**config.mk**
```make
export PLATFORM = sky130hd
export DESIGN_NAME = fp_special_case_pipe
export DESIGN_NICKNAME = d
export VERILOG_FILES = /design/src/rtl/fp_pkg.sv /design/src/rtl/fp_classify.sv /design/src/rtl/fp_special_case_pipe.sv
export SDC_FILE = /design/constraint.sdc
export NUM_CORES = 1
export LEC_CHECK = 0
export CORE_AREA = 3 3 131 133
export DETAILED_ROUTE_END_ITERATION = 12
export DIE_AREA = 0 0 134 136
export SYNTH_ARGS = -nofsm -noshare
export SYNTH_HDL_FRONTEND = slang
export SYNTH_SLANG_ARGS = --single-unit
```
**constraint.sdc**
```tcl
create_clock -name i_clk -period 4.9 [get_ports i_clk]
set_input_delay 0.98 -clock i_clk [delete_from_list [all_inputs] [get_ports i_clk]]
set_output_delay 0.98 -clock i_clk [all_outputs]
set_load 0.02 [all_outputs]
```
**src/rtl/fp_pkg.sv**
```systemverilog
// Shared types for the FP special-case front end: operand classes, output mux
// select codes and the canonical quiet-NaN fraction.
package fp_pkg;

    typedef enum logic [2:0] {
        CLS_ZERO = 3'd0,
        CLS_SUB  = 3'd1,
        CLS_NORM = 3'd2,
        CLS_INF  = 3'd3,
        CLS_QNAN = 3'd4,
        CLS_SNAN = 3'd5
    } class_e;

    typedef enum logic [1:0] {
        SEL_ADD = 2'b00,
        SEL_BYP = 2'b01,
        SEL_INF = 2'b10,
        SEL_NAN = 2'b11
    } sel_man_e;

    localparam int MAX_FRAC_W = 64;

    // Quiet NaN fraction: MSB set, rest zero; callers slice to their FRAC_W.
    function automatic logic [MAX_FRAC_W-1:0] qnan_frac(input int frac_w);
        return {{(MAX_FRAC_W-1){1'b0}}, 1'b1} << (frac_w - 1);
    endfunction

endpackage

```
**src/rtl/fp_classify.sv**
```systemverilog
// Combinational operand classifier: maps exponent/fraction to a class_e code.
module fp_classify
    import fp_pkg::*;
#(
    parameter int EXP_W  = 8,
    parameter int FRAC_W = 23,
    parameter int DAZ    = 0
) (
    input  logic [EXP_W-1:0]  i_exp,
    input  logic [FRAC_W-1:0] i_frac,
    output class_e            o_class
);

    always_comb begin
        o_class = CLS_NORM;
        if (i_exp == '0) begin
            o_class = (i_frac == '0 || DAZ != 0) ? CLS_ZERO : CLS_SUB;
        end else if (&i_exp) begin
            if (i_frac == '0)            o_class = CLS_INF;
            else if (i_frac[FRAC_W-1])   o_class = CLS_QNAN;
            else                         o_class = CLS_SNAN;
        end
    end

endmodule

```
**src/rtl/fp_special_case_pipe.sv**
```systemverilog
// Two-stage special-case resolver in front of the FP adder: S1 classifies,
// S2 resolves the special result and mux selects; sticky flags and a counter.
module fp_special_case_pipe
    import fp_pkg::*;
#(
    parameter int EXP_W       = 8,
    parameter int FRAC_W      = 23,
    parameter int DAZ         = 0,
    parameter int ZERO_BYPASS = 1,
    parameter int CNT_W       = 16
) (
    input  logic              i_clk,
    input  logic              i_rst,
    input  logic              i_valid,
    output logic              o_ready,
    input  logic              i_sign_a,
    input  logic [EXP_W-1:0]  i_exp_a,
    input  logic [FRAC_W:0]   i_man_a,
    input  logic              i_sign_b,
    input  logic [EXP_W-1:0]  i_exp_b,
    input  logic [FRAC_W:0]   i_man_b,
    output logic              o_valid,
    input  logic              i_ready,
    output logic              o_sel_exp,
    output logic [1:0]        o_sel_man,
    output logic              o_spec_sign,
    output logic [EXP_W-1:0]  o_spec_exp,
    output logic [FRAC_W-1:0] o_spec_frac,
    output logic [2:0]        o_class_a,
    output logic [2:0]        o_class_b,
    input  logic              i_flag_clr,
    output logic              o_flag_invalid,
    output logic              o_flag_nan,
    output logic [CNT_W-1:0]  o_special_cnt
);

    typedef struct packed {
        logic              sign;
        logic [EXP_W-1:0]  exp;
        logic [FRAC_W-1:0] frac;
        class_e            cls;
    } opnd_t;

    typedef struct packed {
        sel_man_e          sel;
        logic              sign;
        logic [EXP_W-1:0]  exp;
        logic [FRAC_W-1:0] frac;
        class_e            cls_a;
        class_e            cls_b;
        logic              inv;
    } res_t;

    localparam logic [FRAC_W-1:0] QNAN_FRAC = FRAC_W'(qnan_frac(FRAC_W));

    logic             s1_v_q, s1_v_d, s2_v_q, s2_v_d;
    opnd_t            s1_a_q, s1_a_d, s1_b_q, s1_b_d;
    res_t             s2_q, s2_d, res;
    logic             flag_inv_q, flag_inv_d, flag_nan_q, flag_nan_d;
    logic [CNT_W-1:0] cnt_q, cnt_d;
    class_e           cls_a, cls_b;
    logic             s1_load, s2_load, out_hs;
    logic             a_nan, b_nan, a_inf, b_inf, a_zero, b_zero, inf_clash;

    fp_classify #(.EXP_W(EXP_W), .FRAC_W(FRAC_W), .DAZ(DAZ)) u_cls_a (
        .i_exp(i_exp_a), .i_frac(i_man_a[FRAC_W-1:0]), .o_class(cls_a)
    );
    fp_classify #(.EXP_W(EXP_W), .FRAC_W(FRAC_W), .DAZ(DAZ)) u_cls_b (
        .i_exp(i_exp_b), .i_frac(i_man_b[FRAC_W-1:0]), .o_class(cls_b)
    );

    assign s2_load = !s2_v_q || i_ready;
    assign s1_load = !s1_v_q || s2_load;
    assign o_ready = s1_load;
    assign out_hs  = s2_v_q && i_ready;

    assign a_nan     = s1_a_q.cls inside {CLS_QNAN, CLS_SNAN};
    assign b_nan     = s1_b_q.cls inside {CLS_QNAN, CLS_SNAN};
    assign a_inf     = s1_a_q.cls == CLS_INF;
    assign b_inf     = s1_b_q.cls == CLS_INF;
    assign a_zero    = s1_a_q.cls == CLS_ZERO;
    assign b_zero    = s1_b_q.cls == CLS_ZERO;
    assign inf_clash = a_inf && b_inf && (s1_a_q.sign != s1_b_q.sign);

    always_comb begin
        res       = '0;
        res.cls_a = s1_a_q.cls;
        res.cls_b = s1_b_q.cls;
        res.inv   = inf_clash || s1_a_q.cls == CLS_SNAN || s1_b_q.cls == CLS_SNAN;
        if (a_nan || b_nan || inf_clash) begin
            res.sel  = SEL_NAN;
            res.exp  = '1;
            res.frac = QNAN_FRAC;
        end else if (a_inf || b_inf) begin
            res.sel  = SEL_INF;
            res.sign = a_inf ? s1_a_q.sign : s1_b_q.sign;
            res.exp  = '1;
        end else if (ZERO_BYPASS != 0 && a_zero && b_zero) begin
            // Exact zero result; DAZ-flushed subnormals must not leak their fraction.
            res.sel  = SEL_BYP;
            res.sign = s1_a_q.sign & s1_b_q.sign;
        end else if (ZERO_BYPASS != 0 && a_zero) begin
            res.sel  = SEL_BYP;
            res.sign = s1_b_q.sign;
            res.exp  = s1_b_q.exp;
            res.frac = s1_b_q.frac;
        end else if (ZERO_BYPASS != 0 && b_zero) begin
            res.sel  = SEL_BYP;
            res.sign = s1_a_q.sign;
            res.exp  = s1_a_q.exp;
            res.frac = s1_a_q.frac;
        end
    end

    always_comb begin
        s1_v_d = s1_load ? i_valid : s1_v_q;
        s1_a_d = s1_a_q;
        s1_b_d = s1_b_q;
        if (s1_load && i_valid) begin
            s1_a_d = '{sign: i_sign_a, exp: i_exp_a, frac: i_man_a[FRAC_W-1:0], cls: cls_a};
            s1_b_d = '{sign: i_sign_b, exp: i_exp_b, frac: i_man_b[FRAC_W-1:0], cls: cls_b};
        end
        s2_v_d = s2_load ? s1_v_q : s2_v_q;
        s2_d   = (s2_load && s1_v_q) ? res : s2_q;

        // A set event on the same cycle as a clear wins.
        flag_inv_d = (flag_inv_q && !i_flag_clr) || (out_hs && s2_q.inv);
        flag_nan_d = (flag_nan_q && !i_flag_clr) || (out_hs && s2_q.sel == SEL_NAN);
        cnt_d      = i_flag_clr ? '0 : cnt_q;
        if (out_hs && s2_q.sel != SEL_ADD) begin
            if (i_flag_clr)   cnt_d = CNT_W'(1);
            else if (~&cnt_q) cnt_d = cnt_q + 1'b1;
        end
    end

    always_ff @(posedge i_clk) begin
        if (i_rst) begin
            s1_v_q     <= 1'b0;
            s2_v_q     <= 1'b0;
            s1_a_q     <= '0;
            s1_b_q     <= '0;
            s2_q       <= '0;
            flag_inv_q <= 1'b0;
            flag_nan_q <= 1'b0;
            cnt_q      <= '0;
        end else begin
            s1_v_q     <= s1_v_d;
            s2_v_q     <= s2_v_d;
            s1_a_q     <= s1_a_d;
            s1_b_q     <= s1_b_d;
            s2_q       <= s2_d;
            flag_inv_q <= flag_inv_d;
            flag_nan_q <= flag_nan_d;
            cnt_q      <= cnt_d;
        end
    end

    assign o_valid        = s2_v_q;
    assign o_sel_man      = s2_q.sel;
    assign o_sel_exp      = |s2_q.sel;
    assign o_spec_sign    = s2_q.sign;
    assign o_spec_exp     = s2_q.exp;
    assign o_spec_frac    = s2_q.frac;
    assign o_class_a      = s2_q.cls_a;
    assign o_class_b      = s2_q.cls_b;
    assign o_flag_invalid = flag_inv_q;
    assign o_flag_nan     = flag_nan_q;
    assign o_special_cnt  = cnt_q;

endmodule

```
-- Yosys cells after proc, flatten, opt, wreduce, memory -nomap -nowiden
Index checks and enable logic that the tools add are counted.
- bits in registers: 131
- input bits: 71
- output and inout bits: 61
- word-level logic and storage cells: 90
- $add $sub $neg: 1
- reductions and logical operators: 36
- muxes and demuxes: 24
- equality and inequality tests: 8
- bitwise gates (word level): 1
- operator list (cell ; number):
    $mux 16 ; 4
    $mux 31 ; 2
    $logic_not 23->1 ; 2
    $mux 34 ; 1
    $mux 33 ; 1
    $mux 23 ; 1
    $mux 3 ; 7
    $add 16x1->16 const B ; 1
    $logic_not 8->1 ; 2
    $reduce_and 16->1 ; 1
    $reduce_and 8->1 ; 2
    $eq 3x3->1 const B ; 4
    $logic_and 1x1->1 ; 11
    $mux 11 ; 1
    $logic_or 1x1->1 ; 9
    $eq 3x2->1 const B ; 2
    $logic_not 3->1 ; 2
    $mux 1 ; 6
    $reduce_bool 2->1 ; 3
    $logic_not 1->1 ; 3
    $eq 2x2->1 const B ; 1
    $mux 2 ; 1
    $reduce_or 2->1 ; 1
    $and 1x1->1 ; 1
    $ne 1x1->1 ; 1

-- Logic depth before layout (Yosys ltp)
Gate-level depths: netlist of run 1.
- word-level depth: 6
- gate-level depth with buffers: 6
- gate-level depth less buffers: 5

-- By module
A second synthesis of run 1 with hierarchy kept.
- cells, all modules: 732
- area, all modules: 5900.7 um^2
- modules (own cells, without submodules) (module ; instances ; area an instance (um^2) ; sequential area each (um^2) ; cells an instance):
    fp_special_case_pipe ; 1 ; 5632.9 ; 2622.5 ; 698
    fp_classify ; 2 ; 133.9 ; 0.0 ; 17

-- Worst setup path after synthesis of run 1
Ideal clock, no wire load.
- kind: input to register
- from: input port i_ready
- to: register cnt_q[11] (netlist: o_special_cnt[11])
- arrival: 2.322 ns
- buffers on the path: 2
- data required time: 4.830 ns
- cell stages on the path: 6
- setup slack: 2.508 ns
- setup time: 0.070 ns
- cell sequence: o211ai_2 -> buf_6 -> or3_4 -> buf_6 -> or4_1 -> a21oi_1
- word-level cells in the longest chain between the ends: 3
- ends and longest elaborated chain (element ; line ; text):
    start, declared ; fp_special_case_pipe.sv:23 ; input logic i_ready,
    $logic_and 1x1->1 ; fp_special_case_pipe.sv:75 ; assign out_hs = s2_v_q && i_ready;
    $logic_and 1x1->1 ; fp_special_case_pipe.sv:130 ; if (out_hs && s2_q.sel != SEL_ADD) begin
    $mux 16 ; fp_special_case_pipe.sv:130 ;
    end signal, assigned ; fp_special_case_pipe.sv:154 ; cnt_q <= cnt_d;
    end, declared ; fp_special_case_pipe.sv:60 ; logic [CNT_W-1:0] cnt_q, cnt_d;
Every way passes these cells.
A chain may end at the register's enable or synchronous reset.

-- Worst setup path in the final report of run 1
- from: input port i_ready
- to: output port o_ready
- word-level cells in the longest chain between the ends: 2
- ends and longest elaborated chain (element ; line ; text):
    $logic_or 1x1->1 ; fp_special_case_pipe.sv:72 ; assign s2_load = !s2_v_q || i_ready;
    $logic_or 1x1->1 ; fp_special_case_pipe.sv:73 ; assign s1_load = !s1_v_q || s2_load;
    end, declared ; fp_special_case_pipe.sv:15 ; output logic o_ready,
Every way passes these cells.

==> impl_metrics.ini, run 1 <==
[floorplan]
die_height_um = 136
core_um2 = 15900
die-area_um2 = 18200
start_util_pct = 35.4
die_w_um = 134
io_pins = 132
num_rows = 46

[yosys]
synth_ff_type = dfxtp_1
ys_types = 56
ys_ff_latch = 131
syn_inst = 675
synth-async-reset-ratio_pct = 0
synth.avg_cell_area_um2 = 8.36
synth_fp_nets = 748
synth_edf_count = 0
synth_warnings = 0
ys_seq_area_share_pct = 46.5
netlist_area_um2 = 5640

[cells_and_area]
seq_area_um2 = 2620
multi_input_comb_area_um2 = 2570
fillers = 1586
final_layout_size_suffix_gt1_share_pct = 7.06
mostFrequentLayoutCells = 154 x nand2_1, 131 x dfxtp_1, 128 x clkdlybuf4s50_1
areaGrowthSynthToFinish_pct = 32.5
n_antenna_cell = 0
final_common_cell = nand2_1
nets = 825

[worst_setup_path]
r2r_setup_slack_ns = 2.28
end_kind = output pin
critPathRequiredTime_ns = 3.92
crit_path_max_fanout = 7
critical_path_class = primary input to output pin
startpoint_type = primary input
worstPathArrival_ns = 2.44

[timing]
fmaxAchievable_mhz = 292
fin_skew_ns = 0.0118
fin_tns_setup_ns = 0
hold_viol_final = 0
slew_headroom_pct = 21.4
postLayoutSetupSlackWorst_ns = 1.48
grt_setup_unrepaired = false
finalCritPeriodShare_pct = 69.9
final-setup-viol-count = 0
slew_viol_final = 0
min_period_ns = 3.42
worst_slew_pin_slew_ns = 1.17

[global_routing]
grt_overflow_total = 0
grt_max_degree = 65
grt.total_usage_pct = 17.7
grt_pass1_vias = 5071
grt_pass1_wl_um = 25700
antenna_found_initial = 0

[route]
drtIter0Drc = 323
drc_errors = 0
routed_wl_um = 15900
routedWlPerCell_um = 16.2
vias = 5156
ant_nets = 0
viasPerCell = 5.26
dr.pass1.iters = 5

[cts]
cts_tree = yes
clock_path_buffers = 2
ctsHtreeMaxLevel = 4
root_buffer = clkbuf_16
insertion_delay_ns = 0.42
clock-sinks = 131
post_cts.repair.setup_buffers = 0
cts-resized-gates = 0
cts_buffers = 17
hold_buffers = 0
clk_pin_slew_ns = 0.05

[power_and_ir_drop]
p_total_mw = 2.82
power.density_nw_per_um2 = 377
peakVddDrop_uv = 252
leakage_nw = 2.57

[placement]
hpwl_um = 11200
port_buffers = 129
place_ws_ns = 1.49
place_congestion = 0.845

[run]
max_cap_viol_count = 0

[hold_path]
min_path_type = flip-flop to flip-flop

[run_status]
status = finished, final reports clean
==> report_power, final <==
part	internal (mW)	switching [mW]	total, mW
clock	0.913	0.476	1.39
combinational	0.125	0.157	0.282
sequential	1.11	0.0327	1.14
total	2.15	0.666	2.82
==> synthesized netlist by cell type (2+ instances only) <==
library cell  count  area (um^2)
inv_1             5         18.8
nand2_1         155          582
buf_4            39          293
o21ai_0           6         30.0
nor3_1            8         40.0
and2_1            2         12.5
a22oi_1          29          218
buf_6             2         22.5
nor2b_1           4         25.0
nand3_1           9         45.0
or3_1             8         50.1
o2bb2ai_1        22          193
nor2_1           29          109
or2_2             2         12.5
nand3b_1          4         30.0
ha_1              2         25.0
a211oi_1         11         82.6
clkbuf_1         37          139
o41ai_1           4         35.0
a31oi_1           3         18.8
nand4_1          13         81.3
and3b_1           2         17.5
o31ai_1           7         52.6
a22o_1            2         17.5
nor4_1           13         81.3
a311oi_1          3         26.3
a21oi_1          83          415
or4_1             9         67.6
o311ai_0          3         26.3
dfxtp_1         131         2620
o21a_1            3         22.5
==> area by class of cell <==
cell class	count	area share, %
inverters	5	0.251
clock inverters	14	2.80
well taps	216	3.62
clock buffers	18	5.88
flip-flops and latches	131	35.1
multi-input cells	460	34.3
repair buffers	137	18.0
==> worst paths after layout <==
check,start,to,cells after the start
worst min-delay path,s1_b_q[23]$_SDFFE_PP0P_,s1_b_q[23]$_SDFFE_PP0P_,2
worst max-delay path,i_ready,o_ready,3
worst max register to register,res[6]$_SDFFE_PP0P_,o_spec_sign$_SDFFE_PP0P_,4
worst min register to register,s1_b_q[23]$_SDFFE_PP0P_,s1_b_q[23]$_SDFFE_PP0P_,2
==> critical path: stages <==
cell and delay [ns]:
clkdlybuf4s50_1 0.59, nand3b_1 0.22, clkdlybuf4s50_1 0.64
==> metal layers <==
layer	share of wire (%)	track usage, %	up-vias	wire length (um)
li1	-	-	2553	-
met1	46	22.9	2443	7380
met2	46	27.8	142	7380
met3	5.6	5.29	18	893
met4	1.6	6.91	0	251
met5	0	0	-	0
==> registers in the layout, summed over array words and instances (netlist names) <==
signal and cells:
o_class_a 3, o_class_b 3, o_flag_invalid 1, o_flag_nan 1, o_sel_man 2, o_spec_exp 8, o_spec_frac 23, o_spec_sign 1
o_special_cnt 16, o_valid 1, res 6, s1_a_q 32, s1_b_q 32, s1_v_q 1, s2_q 1
==> logic make-up after synthesis <==
kind of cell	share of synthesized area, %
AO/OA/AOI/OAI	22.0
adder cells (fa/ha/maj)	0.444
buffers and inverters	8.45
flip-flops	46.5
multiplexers	0.377
AND/OR/NAND/NOR	22.2
==> metrics by stage <==
stage | util (%) | hold WS (ns) | cells | area [um^2]
finish | 46.9 | 0.452 | 981 | 7470
global route | 46.9 | 0.473 | 981 | 7470
CTS | 46.9 | 0.454 | 981 | 7470
detailed placement | 42.8 | 0.446 | 949 | 6830
global placement | 42.8 | 0.443 | 949 | 6830
floorplan | - | 0.434 | 675 | 5640
No activity file was read; power rests on OpenSTA's default activity.
==> run 2, diff against run 1 <==
Clock period 4.9 ns to 3.3 ns, I/O delays scaled along.
==> impl_metrics.ini, run 2 (synthesis gave the netlist of run 1 again) <==
[cts]
cts-resized-gates = 0
clk_pin_slew_ns = 0.06
clock-sinks = 131
cts_tree = yes
hold_buffers = 0
insertion_delay_ns = 0.42
cts_buffers = 17
ctsHtreeMaxLevel = 4
root_buffer = clkbuf_16
post_cts.repair.setup_buffers = 0
clock_path_buffers = 2

[floorplan]
io_pins = 132
die_w_um = 134
num_rows = 46
die-area_um2 = 18200
core_um2 = 15900
start_util_pct = 35.4
die_height_um = 136

[power_and_ir_drop]
combPwrFrac_pct = 10.2
power.density_nw_per_um2 = 554
peakVddDrop_uv = 350
seqPwrFrac_pct = 40.9
p_total_mw = 4.15
p_sw_share_pct = 23.7
leakage_nw = 2.59
p_switching_uw = 986
clkPwrFrac_pct = 48.9
p_int_mw = 3.17

[placement]
post_dp_cell_area_um2 = 6850
place_ws_ns = 0.439
hpwl_um = 11000
dp_cells = 950
place_congestion = 0.834
port_buffers = 129

[run_status]
status = finished, final reports clean

[timing]
fmaxAchievable_mhz = 359
slew_viol_final = 0
fin_skew_ns = 0.00918
hold_viol_final = 0
finalCritPeriodShare_pct = 84.4
final-setup-viol-count = 0
postLayoutSetupSlackWorst_ns = 0.514
worst_slew_pin_slew_ns = 1.06
grt_setup_unrepaired = false
min_period_ns = 2.79
slew_headroom_pct = 29.2
fin_tns_setup_ns = 0

[cells_and_area]
nets = 826
final_layout_size_suffix_gt1_share_pct = 7.18
mostFrequentLayoutCells = 154 x nand2_1, 131 x dfxtp_1, 128 x clkdlybuf4s50_1
finalNonFillerCells = 982
n_antenna_cell = 0
final_cell_area_um2 = 7490
areaGrowthSynthToFinish_pct = 32.8
final_common_cell = nand2_1

[worst_setup_path]
critPathRequiredTime_ns = 2.64
cp_slowest_cell = clkdlybuf4s50_1
crit_path_frequent_cell = clkdlybuf4s50_1
startpoint_type = primary input
crit_path_max_fanout = 7
cp_slowest_stage_delay_ns = 0.64
end_kind = output pin
crit_chain = clkdlybuf4s50_1, nand3b_1, clkdlybuf4s50_1
critical_path_class = primary input to output pin
worstPathArrival_ns = 2.13

[global_routing]
grt_pass1_vias = 5140
grt.total_usage_pct = 17.8
grt_pass1_wl_um = 26000
grt_overflow_total = 0
grt_max_degree = 104
antenna_found_initial = 0

[route]
ant_nets = 0
viasPerCell = 5.28
vias = 5183
dr.pass1.iters = 4
routed_wl_um = 15900
drtIter0Drc = 258
drc_errors = 0
routedWlPerCell_um = 16.2

[run]
max_cap_viol_count = 0

[hold_path]
min_path_type = flip-flop to flip-flop
-- run 2: changes by cell type in the layout (fill, tap and decap cells not counted), sizes merged --
cell	before	now
buf	9	10
bufinv	5	4
clkbuf	18	20
clkinvlp	4	2
inv	6	7
-- run 2: layout make-up --
| type | instances | area [um^2] |
|---|---|---|
| Tap cell | 216 | 270 |
| Fill cell | 1561 | 8450 |
| Inverter | 5 | 18.8 |
| Multi-Input combinational cell | 460 | 2570 |
| Clock inverter | 12 | 176 |
| Sequential cell | 131 | 2620 |
| Clock buffer | 20 | 467 |
| Timing Repair Buffer | 138 | 1370 |
-- run 2: final timing paths --
kind,startpoint,to,slack [ns],cells after the start
worst max-delay path,i_ready,o_ready,0.51,3
worst min-delay path,s1_b_q[3]$_SDFFE_PP0P_,s1_b_q[3]$_SDFFE_PP0P_,0.45,2
worst max register to register,o_special_cnt[0]$_SDFF_PP0_,o_special_cnt[13]$_SDFF_PP0_,1.16,6
worst min register to register,s1_b_q[3]$_SDFFE_PP0P_,s1_b_q[3]$_SDFFE_PP0P_,0.45,2
-- run 2: routing by layer --
metal  global-route usage, %  up-vias  share of wire (%)
met5                       0        -                  0
met4                    5.54        0                1.1
met3                    4.59       18                5.5
met2                    28.9      160                 48
met1                    23.3     2441                 46
li1                        -     2564                  -
-- run 2: stage by stage --
step,hold WS (ns),util (%)
floorplan,0.434,-
global placement,0.443,42.9
detailed placement,0.446,42.9
CTS,0.454,47.0
global route,0.473,47.0
finish,0.453,47.0
-- run 2: critical path, delay by kind of cell --
family,cells,cell delay [ns]
buf+inv,2,1.26
simple gates,1,0.21
-- run 2: power groups by stage --
stage,Combinational (mW),Sequential (mW),Clock (mW)
final,0.422,1.70,2.03
after CTS,0.425,1.70,2.07
after detailed placement,0.424,1.73,0
after floorplan,0.241,1.72,0
after global routing,0.465,1.71,2.14
after global placement,0.416,1.73,0
